[src/rtl/ugemm_tile_sched.sv]
// Tile-level sequencer for the weight-stationary uGEMM systolic array: weight load,
// per-vector clear/compute/mac_done, wavefront drain, and the shared rate-coding number.
module ugemm_tile_sched #(
  parameter int unsigned IWIDTH = 8,
  parameter int unsigned ROWS   = 4,
  parameter int unsigned COLS   = 4,
  parameter int unsigned VWIDTH = 16
) (
  input  logic                     clk,
  input  logic                     rst,
  input  logic                     start,
  input  logic [VWIDTH-1:0]        num_vec,
  input  logic [IWIDTH-2:0]        len_m1,
  input  logic                     ifm_valid,
  output logic                     ifm_ready,
  output logic                     wght_rd,
  output logic [$clog2(ROWS)-1:0]  wrow_idx,
  output logic                     en_i,
  output logic                     clr_i,
  output logic                     en_w,
  output logic                     clr_w,
  output logic                     en_o,
  output logic                     clr_o,
  output logic                     mac_done,
  output logic [IWIDTH-1:0]        randW,
  output logic [IWIDTH-1:0]        randW_inv,
  output logic                     busy,
  output logic                     done
);

  localparam int unsigned CW         = IWIDTH - 1;
  localparam int unsigned RW         = $clog2(ROWS);
  localparam int unsigned FW         = $clog2(ROWS + COLS);
  localparam int unsigned FLUSH_LAST = ROWS + COLS - 2;

  typedef enum logic [2:0] {
    S_IDLE,
    S_WCLR,
    S_WLOAD,
    S_OCLR,
    S_COMP,
    S_FLUSH,
    S_DONE
  } state_e;

  state_e              state_q, state_d;
  logic [VWIDTH-1:0]   vrem_q, vrem_d;
  logic [CW-1:0]       len_q, len_d;
  logic [CW-1:0]       cnt_q, cnt_d;
  logic [RW-1:0]       row_q, row_d;
  logic [FW-1:0]       fl_q, fl_d;
  logic                mac_done_q, mac_done_d;
  logic                done_q, done_d;
  logic                ready_q, busy_q, clr_w_q, en_w_q, clr_io_q;
  logic [CW-1:0]       rev_d;
  logic [IWIDTH-1:0]   rand_q, rand_inv_q;

  function automatic logic [CW-1:0] bitrev(input logic [CW-1:0] v);
    logic [CW-1:0] r;
    for (int i = 0; i < int'(CW); i++) begin
      r[i] = v[CW-1-i];
    end
    return r;
  endfunction

  // Next-state and next-output decode; counters idle at zero outside their state.
  always_comb begin
    state_d    = state_q;
    vrem_d     = vrem_q;
    len_d      = len_q;
    cnt_d      = '0;
    row_d      = '0;
    fl_d       = '0;
    mac_done_d = 1'b0;
    done_d     = 1'b0;
    case (state_q)
      S_IDLE: begin
        if (start) begin
          if (num_vec != '0) begin
            state_d = S_WCLR;
            vrem_d  = num_vec;
            len_d   = len_m1;
          end else begin
            done_d = 1'b1;
          end
        end
      end
      S_WCLR: state_d = S_WLOAD;
      S_WLOAD: begin
        if (row_q == RW'(ROWS - 1)) begin
          state_d = S_OCLR;
        end else begin
          row_d = row_q + RW'(1);
        end
      end
      S_OCLR: state_d = S_COMP;
      S_COMP: begin
        cnt_d = cnt_q;
        if (ifm_valid) begin
          if (cnt_q == len_q) begin
            mac_done_d = 1'b1;
            vrem_d     = vrem_q - VWIDTH'(1);
            cnt_d      = '0;
            state_d    = (vrem_q == VWIDTH'(1)) ? S_FLUSH : S_OCLR;
          end else begin
            cnt_d = cnt_q + CW'(1);
          end
        end
      end
      S_FLUSH: begin
        if (fl_q == FW'(FLUSH_LAST)) begin
          state_d = S_DONE;
        end else begin
          fl_d = fl_q + FW'(1);
        end
      end
      S_DONE:  state_d = S_IDLE;
      default: state_d = S_IDLE;
    endcase
    if (state_d == S_DONE) begin
      done_d = 1'b1;
    end
    rev_d = bitrev(cnt_d);
  end

  always_ff @(posedge clk or posedge rst) begin
    if (rst) begin
      state_q    <= S_IDLE;
      vrem_q     <= '0;
      len_q      <= '0;
      cnt_q      <= '0;
      row_q      <= '0;
      fl_q       <= '0;
      mac_done_q <= 1'b0;
      done_q     <= 1'b0;
      ready_q    <= 1'b0;
      busy_q     <= 1'b0;
      clr_w_q    <= 1'b0;
      en_w_q     <= 1'b0;
      clr_io_q   <= 1'b0;
      rand_q     <= '0;
      rand_inv_q <= '0;
    end else begin
      state_q    <= state_d;
      vrem_q     <= vrem_d;
      len_q      <= len_d;
      cnt_q      <= cnt_d;
      row_q      <= row_d;
      fl_q       <= fl_d;
      mac_done_q <= mac_done_d;
      done_q     <= done_d;
      ready_q    <= (state_d == S_COMP);
      busy_q     <= (state_d != S_IDLE);
      clr_w_q    <= (state_d == S_WCLR);
      en_w_q     <= (state_d == S_WLOAD);
      clr_io_q   <= (state_d == S_OCLR);
      rand_q     <= {1'b0, rev_d};
      rand_inv_q <= {1'b0, ~rev_d};
    end
  end

  // Enables qualify the registered compute window with the live valid so a stall gates them.
  assign en_i      = ready_q & ifm_valid;
  assign en_o      = ready_q & ifm_valid;
  assign ifm_ready = ready_q;
  assign wght_rd   = en_w_q;
  assign en_w      = en_w_q;
  assign clr_w     = clr_w_q;
  assign wrow_idx  = row_q;
  assign clr_i     = clr_io_q;
  assign clr_o     = clr_io_q;
  assign mac_done  = mac_done_q;
  assign randW     = rand_q;
  assign randW_inv = rand_inv_q;
  assign busy      = busy_q;
  assign done      = done_q;

endmodule

[config.mk]
export PLATFORM = sky130hd
export DESIGN_NAME = ugemm_tile_sched
export DESIGN_NICKNAME = d
export VERILOG_FILES = /design/src/rtl/ugemm_tile_sched.sv
export SDC_FILE = /design/constraint.sdc
export NUM_CORES = 1
export LEC_CHECK = 0
export CORE_MARGIN = 8
export CORE_UTILIZATION = 55
export DETAILED_ROUTE_END_ITERATION = 10
export PLACE_DENSITY = 0.84
export SYNTH_ARGS = -nofsm -noshare
export SYNTH_HDL_FRONTEND = slang
export SYNTH_SLANG_ARGS = --single-unit
export TNS_END_PERCENT = 100
[constraint.sdc]
create_clock -name clk -period 4.9 [get_ports clk]
set_input_delay 0.98 -clock clk [delete_from_list [all_inputs] [get_ports clk]]
set_output_delay 0.98 -clock clk [all_outputs]
set_load 0.01 [all_outputs]
==> run metrics <==
outcome=finished, final reports clean; Synth Cell Area=2730 um2; Area Overhead vs Synth=22.6%; initial detailed-routing violation count=102; Critical Path End=en_o; Critical Path RT=3.92 ns; Fmax=299 MHz; vias per inst=5.83; Pwr per Cell Area=470 nW/um2; root buf cell=clkbuf_8; port bufs=53; MaxCap Viol Count=0; reg2reg setup slack=2.43 ns; dpl cells=385; RSZ-0062 raised after global routing=no; total track usage=17.6%; FF+latch count, synth=52; Ports=56; CTS max path bufs=2; LEAKAGE=1.32 nW; total core area=4750 um2; TritonCTS clock tree=yes; Initial Util=57.4%; WL/cell=16.2 um; endpoints failing hold=0; CP startpoint kind=primary input; DP Wirelength=4710 um; Setup crit start=ifm_valid; max-slew violation count=0; # rows=25; DIE AREA=7470 um2; number of synthesized flops with an enable pin=0; Clock Skew=0.00539 ns; gr ovfl total=0; Worst EP arrival=2.37 ns; CP max FO=8; Antenna diodes=0; final std cells w/o fill=393; period utilization=68.3%; worst r2r path cells=7; post-cts hold buffer count=0; clock sink count=52; reg2reg end=vrem_q[12]; commonest non-fill, non-tap cell in the layout=clkdlybuf4s50_1; vias in the first global route=2239; gp weighted congestion=0.895; Hold WC Path Type=reg2reg; Layout Nets=356; Final min period=3.35 ns; Main synth FF type=dfrtp_1; DR DRC count=0; ratio of cells with drive above 1 in the final layout=10.1%; Setup TNS=0 ns; actual slew at the worst max-slew pin=1.05 ns; pin count of the biggest net entering global routing=53; Warnings, synthesis=0; syn avg cell area=9.67 um2; clock-pin slew on the worst setup and hold paths=0.08 ns; Synth cell types=51; Chip Width=86.4 um; Crit. End Element=primary output; reg2reg start=vrem_q[0]; Mapped Cells=282; CTS Buf Count=5; initial antenna violation count=0; Slew HR=30.2%; Post-DRT Antenna Nets=0; sequential area share after synthesis=47.7%; clock latency on the worst-skew pair=0.30 ns; most frequent cells in the layout=clkdlybuf4s50_1, dfrtp_1, nor2_1, a21oi_1, nand2_1; DRT Pass-1 Iters=4; via count=2293; fill cell count=378; Setup CP Type=in2out; Async SR Flop Fraction=100%; Max IR drop VDD=0.276 mV; WHS=0.488 ns; Post-CTS Setup Inserts=0; H-tree Lvls=2; final number of setup-violating endpoints=0; Die Y=86.4 um; first-pass GRT wire length=10600 um; final WL=6370 um; CTS resizes=0
final cells by class:
type                    count  area [um2]  area share [%]
flip-flops and latches     52        1300            38.9
multi-input cells         203        1300            38.8
repair buffers             54         538            16.1
clock buffers               8        90.1            2.69
well taps                  67        83.8            2.51
inverters                   9        33.8            1.01
per-stage QoR:
stage	utilization [%]	cell area, um2	total power [mW]	setup slack, ns
after floorplan	-	2730	1.14	2.24
final	70.3	3340	1.57	1.55
after global routing	70.3	3340	1.67	1.48
after global placement	68.4	3250	1.30	1.56
after CTS	70.3	3340	1.57	1.54
after detailed placement	68.4	3250	1.32	1.54
report_power, final:
part / switching [mW] / leakage (nW) / internal, mW
logic: 0.321 / 0.654 / 0.292
registers: 0.148 / 0.624 / 0.562
clock network: 0.132 / 0.0455 / 0.116
total: 0.601 / 1.32 / 0.970
worst max-delay path, stage by stage:
cell	delay, ns
clkdlybuf4s50_1	0.65
and2_1	0.20
clkdlybuf4s50_1	0.54
logic make-up after synthesis:
logic type | share of synthesized area (%)
AOI/OAI and AO/OA | 17.2
other | 0.137
muxes | 3.62
and+or+nand+nor | 20.1
buffers and inverters | 4.91
DFF | 47.7
xor gates and xnor gates | 4.50
adders and majority gates | 1.83
flip-flops by register name, summed over array words and instances (netlist names):
register / flops
fl_q: 3
wrow_idx: 2
ifm_ready: 1
cnt_q: 6
clr_w: 1
clr_i: 1
len_q: 7
randW: 1
busy: 1
vrem_q: 16
state_q: 3
en_w: 1
done: 1
mac_done: 1
randW_inv: 7
worst min path at each step:
| stage | start | to | slack, ns | depth (start not counted) |
|---|---|---|---|---|
| 5_1_grt | wrow_idx[0] | wrow_idx[0] | 0.51 | 1 |
| 4_1_cts | wrow_idx[0] | wrow_idx[0] | 0.49 | 1 |
| 3_5_place_dp | wrow_idx[0] | wrow_idx[0] | 0.47 | 1 |
| 3_3_place_gp | wrow_idx[0] | wrow_idx[0] | 0.46 | 1 |
| 2_1_floorplan | fl_q[0] | fl_q[0] | 0.46 | 1 |
| 6_report | wrow_idx[0] | wrow_idx[0] | 0.49 | 1 |
Yosys cell counts (3+ instances only):
cell type  instances  area share (%)
a21oi_1           25             4.6
a22oi_1            3            0.83
a31o_2             3            0.96
a31oi_1            4            0.92
and2_1             4            0.92
buf_4              5             1.4
clkbuf_1          10             1.4
dfrtp_1           52              48
ha_1               4             1.8
inv_1              9             1.2
mux2_2             7             2.9
nand2_1           20             2.8
nand3_1            8             1.5
nand4_1            4            0.92
nor2_1            31             4.3
nor3_1             6             1.1
nor3b_1            4             1.1
nor4_1             5             1.1
o211ai_1           3            0.83
o21ai_0           12             2.2
o22ai_1            3            0.69
o2bb2ai_1          3            0.96
or2_2              7             1.6
or4_1              3            0.83
xnor2_1            4             1.3
xor2_1            10             3.2
metal layers:
metal,global-route usage [%],up-vias,share of wire [%],wire length (um)
met4,4.69,0,1.4,87
met3,4.16,8,5.5,348
li1,-,1086,-,-
met2,30.9,74,50,3210
met5,0,-,0,0
met1,20.9,1125,43,2720
(Power assumes the default switching activity.)
==> RTL change: new RTL, config.mk and constraints unchanged <==
The 7 states of `state_e` get a one-hot encoding in 7 bits.
--- a/src/rtl/ugemm_tile_sched.sv
+++ b/src/rtl/ugemm_tile_sched.sv
@@ -35,10 +35,10 @@
 
-  typedef enum logic [2:0] {
-    S_IDLE,
-    S_WCLR,
-    S_WLOAD,
-    S_OCLR,
-    S_COMP,
-    S_FLUSH,
-    S_DONE
+  typedef enum logic [6:0] {
+    S_IDLE  = 7'b0000001,
+    S_WCLR  = 7'b0000010,
+    S_WLOAD = 7'b0000100,
+    S_OCLR  = 7'b0001000,
+    S_COMP  = 7'b0010000,
+    S_FLUSH = 7'b0100000,
+    S_DONE  = 7'b1000000
   } state_e;
Function: no difference found for any inputs over 10 cycles, from zero or initial values and one cycle with rst high; not proved beyond that.
==> RTL change against the original RTL <==
Final area rose by 3.7%; via count up 3.5%; sequential cell count increased by 4; area after synthesis rose by 4.7%; wire length is 4.8% higher; register-to-register slack got worse by 0.39 ns; worst setup slack got worse by 0.0031 ns; power fell by 9.5%; critical endpoint is now en_i.
==> RTL change: results (changes against the original RTL) <==
stage,metric,value,unit,change
setup_path,R2R Path End,vrem_q[11],,
cells_and_area,fillers,413,,+9.3%
yosys,sequential area share after synthesis,49.12,%,+1.4 points
sta,Max Freq,0.2986,GHz,about the same
power,maximum vdd drop,235.9,µV,-15%
cells_and_area,share of cells above drive strength 1,6.358,%,-3.8 points
cells_and_area,# nets final,376,,+5.6%
placed_design,pre-CTS setup slack,1.546,ns,+0.007000 ns
setup_path,critical path endpoint,en_i,,
cts,clock slew at reported path FFs,0.11,ns,+0.03 ns
min_path,min-delay src,wrow_idx[0],,
detailed_routing,DRT Wirelength,6.669,mm,+4.8%
placed_design,DP HPWL,4.983,mm,+5.8%
sta,Slew Limit Headroom,51.56,%,+21 points
yosys,Syn Inst Count,302,,+7.1%
yosys,most frequent cells after synthesis,"dfrtp_1, nand2_1, nor2_1, a21oi_1, nand3_1",,
placed_design,placer congestion estimate,0.8336,,-6.8%
cts,Post-CTS Resized,0,,unchanged
global_routing,first-pass GRT wire length,11.25,mm,+5.6%
setup_path,Worst R2R Path Depth,5,,-2
detailed_routing,initial drt markers,197,,+93%
global_routing,Total GRT Usage,18.20,%,+0.59 points
cts,worst-skew pair later-pin latency,0.32,ns,+0.02 ns
cells_and_area,Biggest register,vrem_q,,
detailed_routing,vias,2374,,+3.5%
power,Lkg Pwr,1.429,nW,+7.9%
setup_path,"Max stage delay cell, worst path",clkdlybuf4s50_1,,
outcome,status,"complete, no violations",,
placed_design,# placed instances,408,,+6.0%
global_routing,largest net degree at the start of global routing,57,,+7.5%
detailed_routing,DR WL/cell,16.03,µm,-1.0%
cts,CTS HTree Levels,2,,unchanged
sta,clock skew,0.01091,ns,+0.005516 ns
setup_path,"setup slack, reg-to-reg",2.04,ns,-0.39 ns
sta,hold_ws,0.4850,ns,-0.003386 ns
placed_design,Post-DP Area,3371,µm²,+3.6%
global_routing,initial antenna violation count,0,,unchanged
yosys,Synth async-reset ratio,100.0,%,unchanged
setup_path,Worst R2R Start,state_q[3],,
yosys,Ys Warns,0,,unchanged
setup_path,crit path max fanout,7,,-1
min_path,Worst Hold End,wrow_idx[0],,
yosys,top post-synthesis cells by area,"dfrtp_1, nand2_1, nor2_1",,
yosys,unique cell type count in the Yosys netlist,54,,+5.9%
[RTL change: cell count changes after synthesis, moves of 3 or more]
cell,unedited run,this run
nand2_1,20,35
o21ai_0,12,6
o2bb2ai_1,3,0
dfrtp_1,52,55
and3_1,0,4
xnor2_1,4,10
o22a_1,0,7
a21oi_1,25,20
nor3_1,6,10
a31oi_1,4,8
nand3_1,8,11
xor2_1,10,5
mux2_2,7,1
[RTL change: layout make-up]
type,instances,area [µm²],area share [%]
Tap cell,70,87.58,2.526
Timing Repair Buffer,54,538.0,15.52
Clock inverter,3,27.53,0.7939
Inverter,10,37.54,1.083
Clock buffer,5,68.82,1.985
Multi-Input combinational cell,218,1305,37.64
Sequential cell,56,1403,40.45
[RTL change: cells by family after synthesis]
family	count (synthesis)	synth area share (%)
simple gates	131	23.31
other cells	1	0.1313
fa+ha+maj	4	1.753
buf+inv	29	5.302
xor+xnor	15	4.601
mux	4	1.446
flops	56	49.12
compound gates	62	14.33
[RTL change: power breakdown]
part	internal, mW	switching, mW	leakage [nW]
Clock	0.105	0.158	0.0463
Combinational	0.215	0.242	0.693
Sequential	0.581	0.121	0.689
[RTL change: per-layer routing]
metal / up-vias / track usage, % / share of wire [%]
met4: 0 / 6.144 / 1.6
met1: 1145 / 22.87 / 44
met3: 12 / 2.627 / 4.9
li1: 1146 / - / -
met5: - / 0 / 0
met2: 71 / 31.12 / 50
[RTL change: critical path: cells and delay by family]
| kind | cells | cell delay, ns |
|---|---|---|
| buffers and inverters | 2 | 1.19 |
| AND/OR/NAND/NOR | 1 | 0.20 |
